<file path="src/rtl/systolic_pkg.sv">
// -----------------------------------------------------------------------------
// systolic_pkg
//   Shared definitions for the systolic array front end.
//   - DEF_DATA_SIZE  : default element width (matches the PE data_size)
//   - feeder_state_e : feeder FSM encoding (IDLE=0, CLEAR=1, FEED=2,
//                      FLUSH=3, DONE=4)
//   - lane_slice()   : LSB index of lane i inside a packed lane vector
// -----------------------------------------------------------------------------
package systolic_pkg;

    localparam int DEF_DATA_SIZE = 8;

    typedef enum logic [2:0] {
        ST_IDLE  = 3'd0,
        ST_CLEAR = 3'd1,
        ST_FEED  = 3'd2,
        ST_FLUSH = 3'd3,
        ST_DONE  = 3'd4
    } feeder_state_e;

    // Lane i occupies bits [lane_slice(i, w) +: w] of a packed vector.
    function automatic int lane_slice(input int i, input int w);
        return i * w;
    endfunction

endpackage

</file>
<file path="src/rtl/systolic_skew_feeder_delay.sv">
// -----------------------------------------------------------------------------
// skew_delay_line
//   Per-lane shift register used to build the diagonal skew. It holds
//   DEPTH+1 stages; stage 0 loads din_i and stage j loads stage j-1, all only
//   when adv_i is high. DEPTH=0 degenerates to a single output register.
//   Each stage carries a tag saying whether it holds a real beat (1) or an
//   injected flush zero (0); the tag of the last stage becomes the row enable.
//
// Parameters
//   DATA_SIZE  element width
//   DEPTH      extra delay in advances (lane index)
// Ports
//   clk     in   clock, rising edge
//   rst     in   asynchronous active-low reset
//   adv_i   in   shift enable (one array advance)
//   din_i   in   DATA_SIZE  value entering stage 0
//   vld_i   in   tag entering stage 0 (1 = real beat)
//   dout_o  out  DATA_SIZE  last stage, drives the PE row in_a
//   vld_o   out  row input_en: high for one cycle after an advance that
//                delivered a real beat to the last stage
// -----------------------------------------------------------------------------
module skew_delay_line
    import systolic_pkg::*;
#(
    parameter int DATA_SIZE = DEF_DATA_SIZE,
    parameter int DEPTH     = 0
) (
    input  logic                 clk,
    input  logic                 rst,
    input  logic                 adv_i,
    input  logic [DATA_SIZE-1:0] din_i,
    input  logic                 vld_i,
    output logic [DATA_SIZE-1:0] dout_o,
    output logic                 vld_o
);

    logic [DEPTH:0][DATA_SIZE-1:0] data_q, data_d;
    logic [DEPTH:0]                tag_q, tag_d;
    logic                          en_q, en_d;

    always_comb begin
        data_d = data_q;
        tag_d  = tag_q;
        if (adv_i) begin
            data_d[0] = din_i;
            tag_d[0]  = vld_i;
            for (int j = 1; j <= DEPTH; j++) begin
                data_d[j] = data_q[j-1];
                tag_d[j]  = tag_q[j-1];
            end
        end
        // The enable is a pulse: it only follows an advance, never a stall.
        en_d = adv_i & tag_d[DEPTH];
    end

    always_ff @(posedge clk or negedge rst) begin
        if (!rst) begin
            data_q <= '0;
            tag_q  <= '0;
            en_q   <= 1'b0;
        end else begin
            data_q <= data_d;
            tag_q  <= tag_d;
            en_q   <= en_d;
        end
    end

    assign dout_o = data_q[DEPTH];
    assign vld_o  = en_q;

endmodule

</file>
<file path="src/rtl/systolic_skew_feeder.sv">
// -----------------------------------------------------------------------------
// systolic_skew_feeder
//   West-edge (A) feeder for the systolic PE array. Accepts one LANES-wide
//   row vector per beat over valid/ready, skews it diagonally (lane i is
//   delayed i advances), clears the PE accumulators before a tile and flushes
//   the array with LANES-1 zero advances after the last beat.
//
// Build option
//   SKEW_SKID_EN  when defined, a 2-entry skid buffer sits on the input and
//                 vec_ready is a register; otherwise vec_ready is decoded
//                 from the state and beats go straight into the delay lines.
//
// Parameters
//   DATA_SIZE  element width
//   LANES      number of PE rows fed
//   MAX_K      maximum beats per tile (k_cnt saturates here)
// Ports
//   clk        in   clock, rising edge
//   rst        in   asynchronous active-low reset
//   vec_valid  in   upstream vector valid
//   vec_ready  out  feeder accepts a beat this cycle
//   vec_data   in   LANES*DATA_SIZE, lane i = [i*DATA_SIZE +: DATA_SIZE]
//   vec_last   in   final beat of the tile
//   lane_data  out  LANES*DATA_SIZE skewed data to the PE rows' in_a
//   feed_en    out  LANES per-row input_en
//   acc_clr    out  one-cycle PE accumulator clear
//   tile_done  out  one-cycle pulse after the flush completes
//   k_cnt      out  beats accepted in the current/last tile
// -----------------------------------------------------------------------------
module systolic_skew_feeder
    import systolic_pkg::*;
#(
    parameter int DATA_SIZE = DEF_DATA_SIZE,
    parameter int LANES     = 4,
    parameter int MAX_K     = 256,
    localparam int KW       = $clog2(MAX_K + 1)
) (
    input  logic                       clk,
    input  logic                       rst,
    input  logic                       vec_valid,
    output logic                       vec_ready,
    input  logic [LANES*DATA_SIZE-1:0] vec_data,
    input  logic                       vec_last,
    output logic [LANES*DATA_SIZE-1:0] lane_data,
    output logic [LANES-1:0]           feed_en,
    output logic                       acc_clr,
    output logic                       tile_done,
    output logic [KW-1:0]              k_cnt
);

    localparam int FW         = (LANES > 1) ? $clog2(LANES) : 1;
    localparam int FLUSH_LAST = (LANES > 1) ? LANES - 2 : 0;

    feeder_state_e state_q, state_d;
    logic [KW-1:0] k_cnt_q, k_cnt_d;
    logic [FW-1:0] flush_q, flush_d;

    logic                       accept;     // upstream handshake this cycle
    logic                       beat_vld;   // a beat is available to advance
    logic [LANES*DATA_SIZE-1:0] beat_data;
    logic                       beat_last;
    logic                       adv;        // delay lines shift this cycle
    logic                       inj_zero;   // this advance injects flush zeros
    logic [LANES*DATA_SIZE-1:0] feed_vec;

`ifdef SKEW_SKID_EN
    // Two-entry skid buffer; each entry carries its vec_last flag.
    logic [LANES*DATA_SIZE-1:0] buf_data_q [2];
    logic [1:0]                 buf_last_q;
    logic                       wr_ptr_q, rd_ptr_q;
    logic [1:0]                 buf_cnt_q, buf_cnt_d;
    logic                       last_in_q, last_in_d;  // last beat already taken
    logic                       ready_q, ready_d;
    logic                       pop;

    assign accept    = vec_valid & ready_q;
    assign vec_ready = ready_q;
    assign beat_vld  = (buf_cnt_q != 2'd0);
    assign beat_data = buf_data_q[rd_ptr_q];
    assign beat_last = buf_last_q[rd_ptr_q];
    assign pop       = adv & (state_q == ST_FEED);

    always_comb begin
        buf_cnt_d = buf_cnt_q;
        case ({accept, pop})
            2'b10:   buf_cnt_d = buf_cnt_q + 2'd1;
            2'b01:   buf_cnt_d = buf_cnt_q - 2'd1;
            default: buf_cnt_d = buf_cnt_q;
        endcase

        last_in_d = last_in_q;
        if (state_q == ST_IDLE && state_d == ST_CLEAR) begin
            last_in_d = 1'b0;
        end else if (accept && vec_last) begin
            last_in_d = 1'b1;
        end

        // Registered ready: look at where the FSM and buffer will be next
        // cycle, and stop taking beats once the tile's last beat is in.
        ready_d = ((state_d == ST_CLEAR) || (state_d == ST_FEED)) &&
                  (buf_cnt_d != 2'd2) && !last_in_d;
    end

    always_ff @(posedge clk or negedge rst) begin
        if (!rst) begin
            buf_data_q[0] <= '0;
            buf_data_q[1] <= '0;
            buf_last_q    <= '0;
            wr_ptr_q      <= 1'b0;
            rd_ptr_q      <= 1'b0;
            buf_cnt_q     <= 2'd0;
            last_in_q     <= 1'b0;
            ready_q       <= 1'b0;
        end else begin
            if (accept) begin
                buf_data_q[wr_ptr_q] <= vec_data;
                buf_last_q[wr_ptr_q] <= vec_last;
                wr_ptr_q             <= ~wr_ptr_q;
            end
            if (pop) begin
                rd_ptr_q <= ~rd_ptr_q;
            end
            buf_cnt_q <= buf_cnt_d;
            last_in_q <= last_in_d;
            ready_q   <= ready_d;
        end
    end
`else
    // No buffering: ready is decoded from the state, beats go straight in.
    assign vec_ready = (state_q == ST_FEED);
    assign accept    = vec_valid & vec_ready;
    assign beat_vld  = vec_valid;
    assign beat_data = vec_data;
    assign beat_last = vec_last;
`endif

    // Next-state, advance control and beat counter.
    always_comb begin
        state_d  = state_q;
        flush_d  = flush_q;
        k_cnt_d  = k_cnt_q;
        adv      = 1'b0;
        inj_zero = 1'b0;

        if (accept && (k_cnt_q < KW'(MAX_K))) begin
            k_cnt_d = k_cnt_q + 1'b1;
        end

        case (state_q)
            ST_IDLE: begin
                // vec_valid only wakes the feeder; the beat is taken in FEED.
                if (vec_valid) begin
                    state_d = ST_CLEAR;
                    k_cnt_d = '0;
                end
            end
            ST_CLEAR: begin
                state_d = ST_FEED;
            end
            ST_FEED: begin
                if (beat_vld) begin
                    adv = 1'b1;
                    if (beat_last) begin
                        flush_d = '0;
                        state_d = (LANES > 1) ? ST_FLUSH : ST_DONE;
                    end
                end
            end
            ST_FLUSH: begin
                adv      = 1'b1;
                inj_zero = 1'b1;
                if (flush_q == FLUSH_LAST[FW-1:0]) begin
                    state_d = ST_DONE;
                end else begin
                    flush_d = flush_q + 1'b1;
                end
            end
            ST_DONE: begin
                state_d = ST_IDLE;
            end
            default: begin
                state_d = ST_IDLE;
            end
        endcase
    end

    always_ff @(posedge clk or negedge rst) begin
        if (!rst) begin
            state_q <= ST_IDLE;
            k_cnt_q <= '0;
            flush_q <= '0;
        end else begin
            state_q <= state_d;
            k_cnt_q <= k_cnt_d;
            flush_q <= flush_d;
        end
    end

    assign acc_clr   = (state_q == ST_CLEAR);
    assign tile_done = (state_q == ST_DONE);
    assign k_cnt     = k_cnt_q;

    assign feed_vec  = inj_zero ? '0 : beat_data;

    // Lane i passes through i+1 registers, giving the diagonal skew.
    for (genvar i = 0; i < LANES; i++) begin : g_lane
        skew_delay_line #(
            .DATA_SIZE (DATA_SIZE),
            .DEPTH     (i)
        ) u_delay (
            .clk    (clk),
            .rst    (rst),
            .adv_i  (adv),
            .din_i  (feed_vec[lane_slice(i, DATA_SIZE) +: DATA_SIZE]),
            .vld_i  (~inj_zero),
            .dout_o (lane_data[lane_slice(i, DATA_SIZE) +: DATA_SIZE]),
            .vld_o  (feed_en[i])
        );
    end

endmodule

</file>
<file path="config.mk">
export PLATFORM = sky130hd
export DESIGN_NAME = systolic_skew_feeder
export DESIGN_NICKNAME = d
export VERILOG_FILES = /design/src/rtl/systolic_pkg.sv /design/src/rtl/systolic_skew_feeder_delay.sv /design/src/rtl/systolic_skew_feeder.sv
export SDC_FILE = /design/constraint.sdc
export NUM_CORES = 1
export LEC_CHECK = 0
export BUFFER_PORTS_ARGS = -buffer_cell sky130_fd_sc_hd__buf_4
export CORE_AREA = 2 2 121 123
export DETAILED_ROUTE_END_ITERATION = 10
export DIE_AREA = 0 0 123 125
export PLACE_DENSITY = 0.64
export SYNTH_ARGS = -nofsm -noshare
export SYNTH_HDL_FRONTEND = slang
export SYNTH_HIERARCHICAL = 1
export SYNTH_SLANG_ARGS = --single-unit
</file>
<file path="constraint.sdc">
create_clock -name clk -period 1.7 [get_ports clk]
set_input_delay 0.34 -clock clk [delete_from_list [all_inputs] [get_ports clk]]
set_output_delay 0.34 -clock clk [all_outputs]
set_load 0.005 [all_outputs]
</file>
* After elaboration in Yosys (flattened, before gate mapping)
Cells that the tools add are included.
W data, S select, Z words.
** Cells by class
- Add/subtract/negate cells :: 2
- Order comparisons :: 1
- Equal/unequal tests :: 10
- Multiplexer cells :: 20
- Bitwise operators :: 6
- Reductions and logical operators :: 5
** Operator list (number)
- $mux W32 :: 1
- $mux W9 :: 3
- $mux W3 :: 5
- $pmux W3 S4 :: 1
- $add A9 B1 Y9 const B :: 1
- $lt A9 B9 Y1 const B :: 1
- $mux W2 :: 4
- $ne A2 B2 Y1 const B :: 4
- $reduce_and A4 Y1 :: 2
- $eq A3 B2 Y1 const B :: 2
- $and A1 B1 Y1 :: 5
- $mux W4 :: 1
- $pmux W2 S2 :: 1
- $eq A3 B1 Y1 const B :: 1
- $eq A3 B3 Y1 const B :: 1
- $logic_not A3 Y1 :: 1
- $mux W1 :: 3
- $add A2 B1 Y2 const B :: 1
- $eq A2 B2 Y1 const B :: 1
- $ne A2 B1 Y1 const B :: 1
- $pmux W1 S2 :: 1
- $reduce_bool A2 Y1 :: 1
- $logic_and A1 B1 Y1 :: 1
- $not A1 Y1 :: 1
** Word-level totals
- Register bits after elaboration :: 108
- Output and inout bits :: 48
- Logic and storage cells :: 68

* Logic depth before layout (Yosys ltp)
- Depth in word-level cells :: 6
- Mapped depth :: 6

* Modules after synthesis
The synthesis kept the hierarchy.
** By module, submodules not included
- skew_delay_line at g_lane[3].u_delay :: times used 1, cells an instance 84, area an instance 1537.7 um^2
- skew_delay_line at g_lane[2].u_delay :: times used 1, cells an instance 65, area an instance 1153.6 um^2
- systolic_skew_feeder :: times used 1, cells an instance 111, area an instance 1018.5 um^2
- skew_delay_line at g_lane[1].u_delay :: times used 1, cells an instance 46, area an instance 770.7 um^2
- skew_delay_line at g_lane[0].u_delay :: times used 1, cells an instance 19, area an instance 364.1 um^2

* Worst setup path after synthesis
No wires, ideal clock.
- Kind :: reg2reg
- Start point :: register state_q[1]
- End point :: register g_lane[3].u_delay/data_q[10] in the netlist's numbering
- Data arrival time :: 1651 ps
- Data required time :: 1575 ps
- Setup slack :: -76 ps
- Cell stages (with the launch flop) :: 7
- Buffers on the path :: 3
- Period minus slack after synthesis :: 1776 ps
- Path through :: dfrtp_1 -> buf_6 -> or2b_1 -> nor2_1 -> buf_6 -> buf_12 -> mux2_4
** Between the ends
- Longest elaborated chain between the ends :: 2
- Elaborated cells between the ends (all ways) :: 3
** RTL lines
- start: declaration :: line systolic_skew_feeder.sv:54 : feeder_state_e state_q, state_d;
- start signal: assignment :: line systolic_skew_feeder.sv:193 : state_q <= state_d;
- $eq A3 B2 Y1 :: line systolic_skew_feeder.sv:149 : case (state_q)
- $pmux W1 S2 (*) :: line systolic_skew_feeder.sv:149
- named net adv :: line systolic_skew_feeder.sv:62 : logic adv;
- end signal: assignment :: line systolic_skew_feeder_delay.sv:62 : data_q <= data_d;
- end: declaration :: line systolic_skew_feeder_delay.sv:37 : logic [DEPTH:0][DATA_SIZE-1:0] data_q, data_d;
Mark *: on every way through the listed nets, which the timed path passes. The rest lies on a longest branch.
A chain may end at the register's enable or synchronous reset.

* Final worst setup path
- Start point :: register state_q[2]
- End point :: output port vec_ready
** Between the ends
- Longest elaborated chain between the ends :: 1
** RTL lines
- $eq A3 B2 Y1 :: line systolic_skew_feeder.sv:130 : assign vec_ready = (state_q == ST_FEED);
- end: declaration :: line systolic_skew_feeder.sv:41 : output logic vec_ready,
No other way between the ends.

==> results.py <==
metrics = {
    "worst_setup_path": {
        "worstPathArrival_ns": 1.31,
        "cp_cell_sequence": "or2b_1, buf_6, nor2_4, buf_6",
        "r2r-end": "g_lane[2].u_delay/data_q[6]",
        "ff2ff_path_depth": 5,
        "cpPeakStageDelay_ns": 0.38,
        "critPathKind": "reg -> out",
        "worst_r2r_startpoint": "state_q[2]",
        "slowest_stage": "dfrtp_1",
        "cp_data_required_time_ns": 1.36,
        "cpMostUsedCell": "buf_6",
        "cp_max_fo": 2,
        "r2r_slack_ns": 0.07,
        "cp_top_family": "flip-flops",
        "cp.buffers_inverters": 2,
        "cp-start-kind": "flop",
        "crit_path_end_kind": "output port",
    },
    "run": {
        "cap_violations": 0,
    },
    "status": {
        "status": "finished, final reports clean",
    },
    "routing": {
        "wl_mm": 8.13,
        "viasPerCell": 4.49,
        "drtAntennaViolNets": 0,
        "drtIter0Drc": 69,
        "vias": 2635,
        "wl_per_cell_um": 13.9,
        "drc_errors": 0,
        "drtPass1Iterations": 4,
    },
    "clocking": {
        "cts_made_buffers": 9,
        "clockBufferDepth": 2,
        "clk-insertion-delay-late_ns": 0.35,
        "root_buffer": "clkbuf_16",
        "htree_levels": 3,
        "path_clk_slew_ns": 0.07,
        "cts_tree": "yes",
        "cts.sinks": 104,
    },
    "finish": {
        "stdcell_area_um2": 5910,
        "finalNetCount": 437,
        "area_growth_syn_to_layout_pct": 22.0,
        "antenna_cells": 0,
        "finalNonFillerCells": 587,
        "drive_gt1_share_pct": 53.3,
    },
    "place": {
        "dp_hpwl_mm": 5.42,
        "dp_cells": 568,
        "dpl-instance-area_um2": 5530,
        "io_buffer_count": 83,
        "gp_congestion": 0.700,
    },
    "timing": {
        "setup_tns_ns": 0,
        "hold_viol": 0,
        "worst_pin_slew_ns": 0.311,
        "setup_violations": 0,
        "max_freq_ghz": 0.604,
        "fin_crit_sh_pct": 97.3,
        "rsz0062_at_grt": "true",
        "min_period_ns": 1.65,
        "drv_slew": 0,
        "fin_skew_ns": 0.00696,
        "slew_headroom_pct": 79.3,
    },
    "global_route": {
        "grt_use_total_pct": 11.6,
        "first_global_vias": 2698,
        "grt_start_max_net_pins": 57,
        "grt_pass1_wl_mm": 13.8,
        "overflow": 0,
        "antenna_found_initial": 0,
    },
    "yosys": {
        "netlist_instances": 325,
        "synthesis.nets": 363,
        "ys_types": 36,
        "yosys.area.top_type": "dfrtp_1",
        "ys_ff_latch": 104,
        "synth_edf_count": 0,
        "synthFlopType": "dfrtp_1",
        "yosysSeqAreaShare_pct": 53.7,
        "yosysMostFrequentCell": "dfrtp_1",
        "yosys-top-cells-count": "dfrtp_1, mux2_4, and2_1",
        "synth_area_leaders": "dfrtp_1, mux2_4, mux2_2, and2_1, buf_4",
        "synth-async-reset-ratio_pct": 100,
        "synth_top_area_share_pct": 53.7,
        "synth_warnings": 6,
        "syn_avg_cell_area_um2": 14.9,
        "synth_area_um2": 4840,
    },
    "floorplanning": {
        "die_y_um": 125,
        "core_area_um2": 14200,
        "dieArea_um2": 15400,
        "initial_core_util_pct": 34.1,
        "num_rows": 44,
        "dieWidth_um": 123,
        "ioPinCount": 84,
    },
    "power": {
        "ir_drop_uv": 588,
        "p_leak_nw": 2.86,
        "powerDensity_nw_per_um2": 1900,
    },
    "min_path": {
        "hold_class": "in -> reg",
        "min_from": "vec_valid",
        "hold_depth": 3,
        "hold_end": "state_q[0]",
    },
}
## how the worst max path moves through the flow
stage	startpoint	endpoint	slack (ns)	cells after the start
2_1_floorplan	state_q[1]	g_lane[3].u_delay/data_q[10]	0.01	6
3_3_place_gp	state_q[2]	g_lane[3].u_delay/data_q[3]	0.09	5
3_5_place_dp	state_q[2]	g_lane[3].u_delay/data_q[18]	0.07	5
4_1_cts	state_q[2]	vec_ready	0.01	4
5_1_grt	state_q[2]	vec_ready	-0.004	4
6_report	state_q[2]	vec_ready	0.05	4
## where the power goes
part           internal [mW]  switching, mW  total (mW)
registers               3.59          0.622        4.21
clock network           1.17          0.899        2.07
logic                   3.31           1.66        4.97
## worst register-to-register path: stages, from the launching register on
cell     delay [ns]
dfrtp_1        0.38
or2b_1         0.27
nor2_4         0.18
buf_12         0.18
buf_4          0.17
mux2_2         0.34
## cell families (layout without fill, tap and decap cells)
family          Yosys count  after routing  share of synthesized area (%)
flops                   104            104                           53.7
mux                      90             90                           25.7
simple gates             68             68                           9.35
buf+inv                  44            122                           8.26
compound gates           17             17                           2.48
fa+ha+maj                 2              2                          0.516
## per-layer routing
metal / part of all wire [%] / global-route usage (%) / vias to the layer above
li1: - / - / 1246
met1: 47 / 15.4 / 1318
met2: 46 / 17.2 / 61
met3: 4.6 / 3.10 / 10
met4: 2.2 / 5.82 / 0
met5: 0 / 0 / -
## through the flow
step                setup slack [ns]  power (mW)  util (%)  hold WS (ns)
finish                        0.0455        11.3      41.6         0.309
global route                -0.00437        12.0      41.6         0.326
CTS                           0.0141        11.3      41.2         0.281
detailed placement            0.0691        9.14      38.9         0.180
global placement              0.0871        8.98      38.9         0.181
floorplan                     0.0114        8.09         -        0.0444
## sequential cells by signal, summed over array words and instances, names as in the netlist, named ones only
register and flops:
g_lane.u_delay/data_q 48, g_lane.u_delay/dout_o 32, k_cnt 8, g_lane.u_delay/tag_q 6, g_lane.u_delay/vld_o 4, state_q 3, flush_q 2
## placed cells by master (no fill, tap or decap), types with 3 or more instances in the layout
cell	synthesis	final
dfrtp_1	104	104
buf_4	24	93
mux2_4	62	62
and2_1	34	34
mux2_2	26	26
clkbuf_16	0	10
buf_12	6	6
o31ai_1	5	5
nand3b_1	4	4
or2b_1	3	3
or4_1	3	3
a21boi_0	4	3
nand2_1	3	3
inv_1	3	3
nor2_1	5	3
## final cells by class
| type | instances | area, um^2 |
|---|---|---|
| Fill cell | 1347 | 8290 |
| Sequential cell | 104 | 2600 |
| Multi-Input combinational cell | 177 | 1870 |
| Timing Repair Buffer | 104 | 903 |
| Clock buffer | 10 | 239 |
| Tap cell | 184 | 230 |
| Clock inverter | 5 | 57.6 |
| Inverter | 3 | 11.3 |
## timing repair
action                     CTS  global route
setup buffers                0             2
gates resized for setup      3             5
hold buffers                 1             0
gates cloned                 0             1
setup endpoints to repair    1            15
hold endpoints to repair     7             0
(Power assumes the default switching activity.)
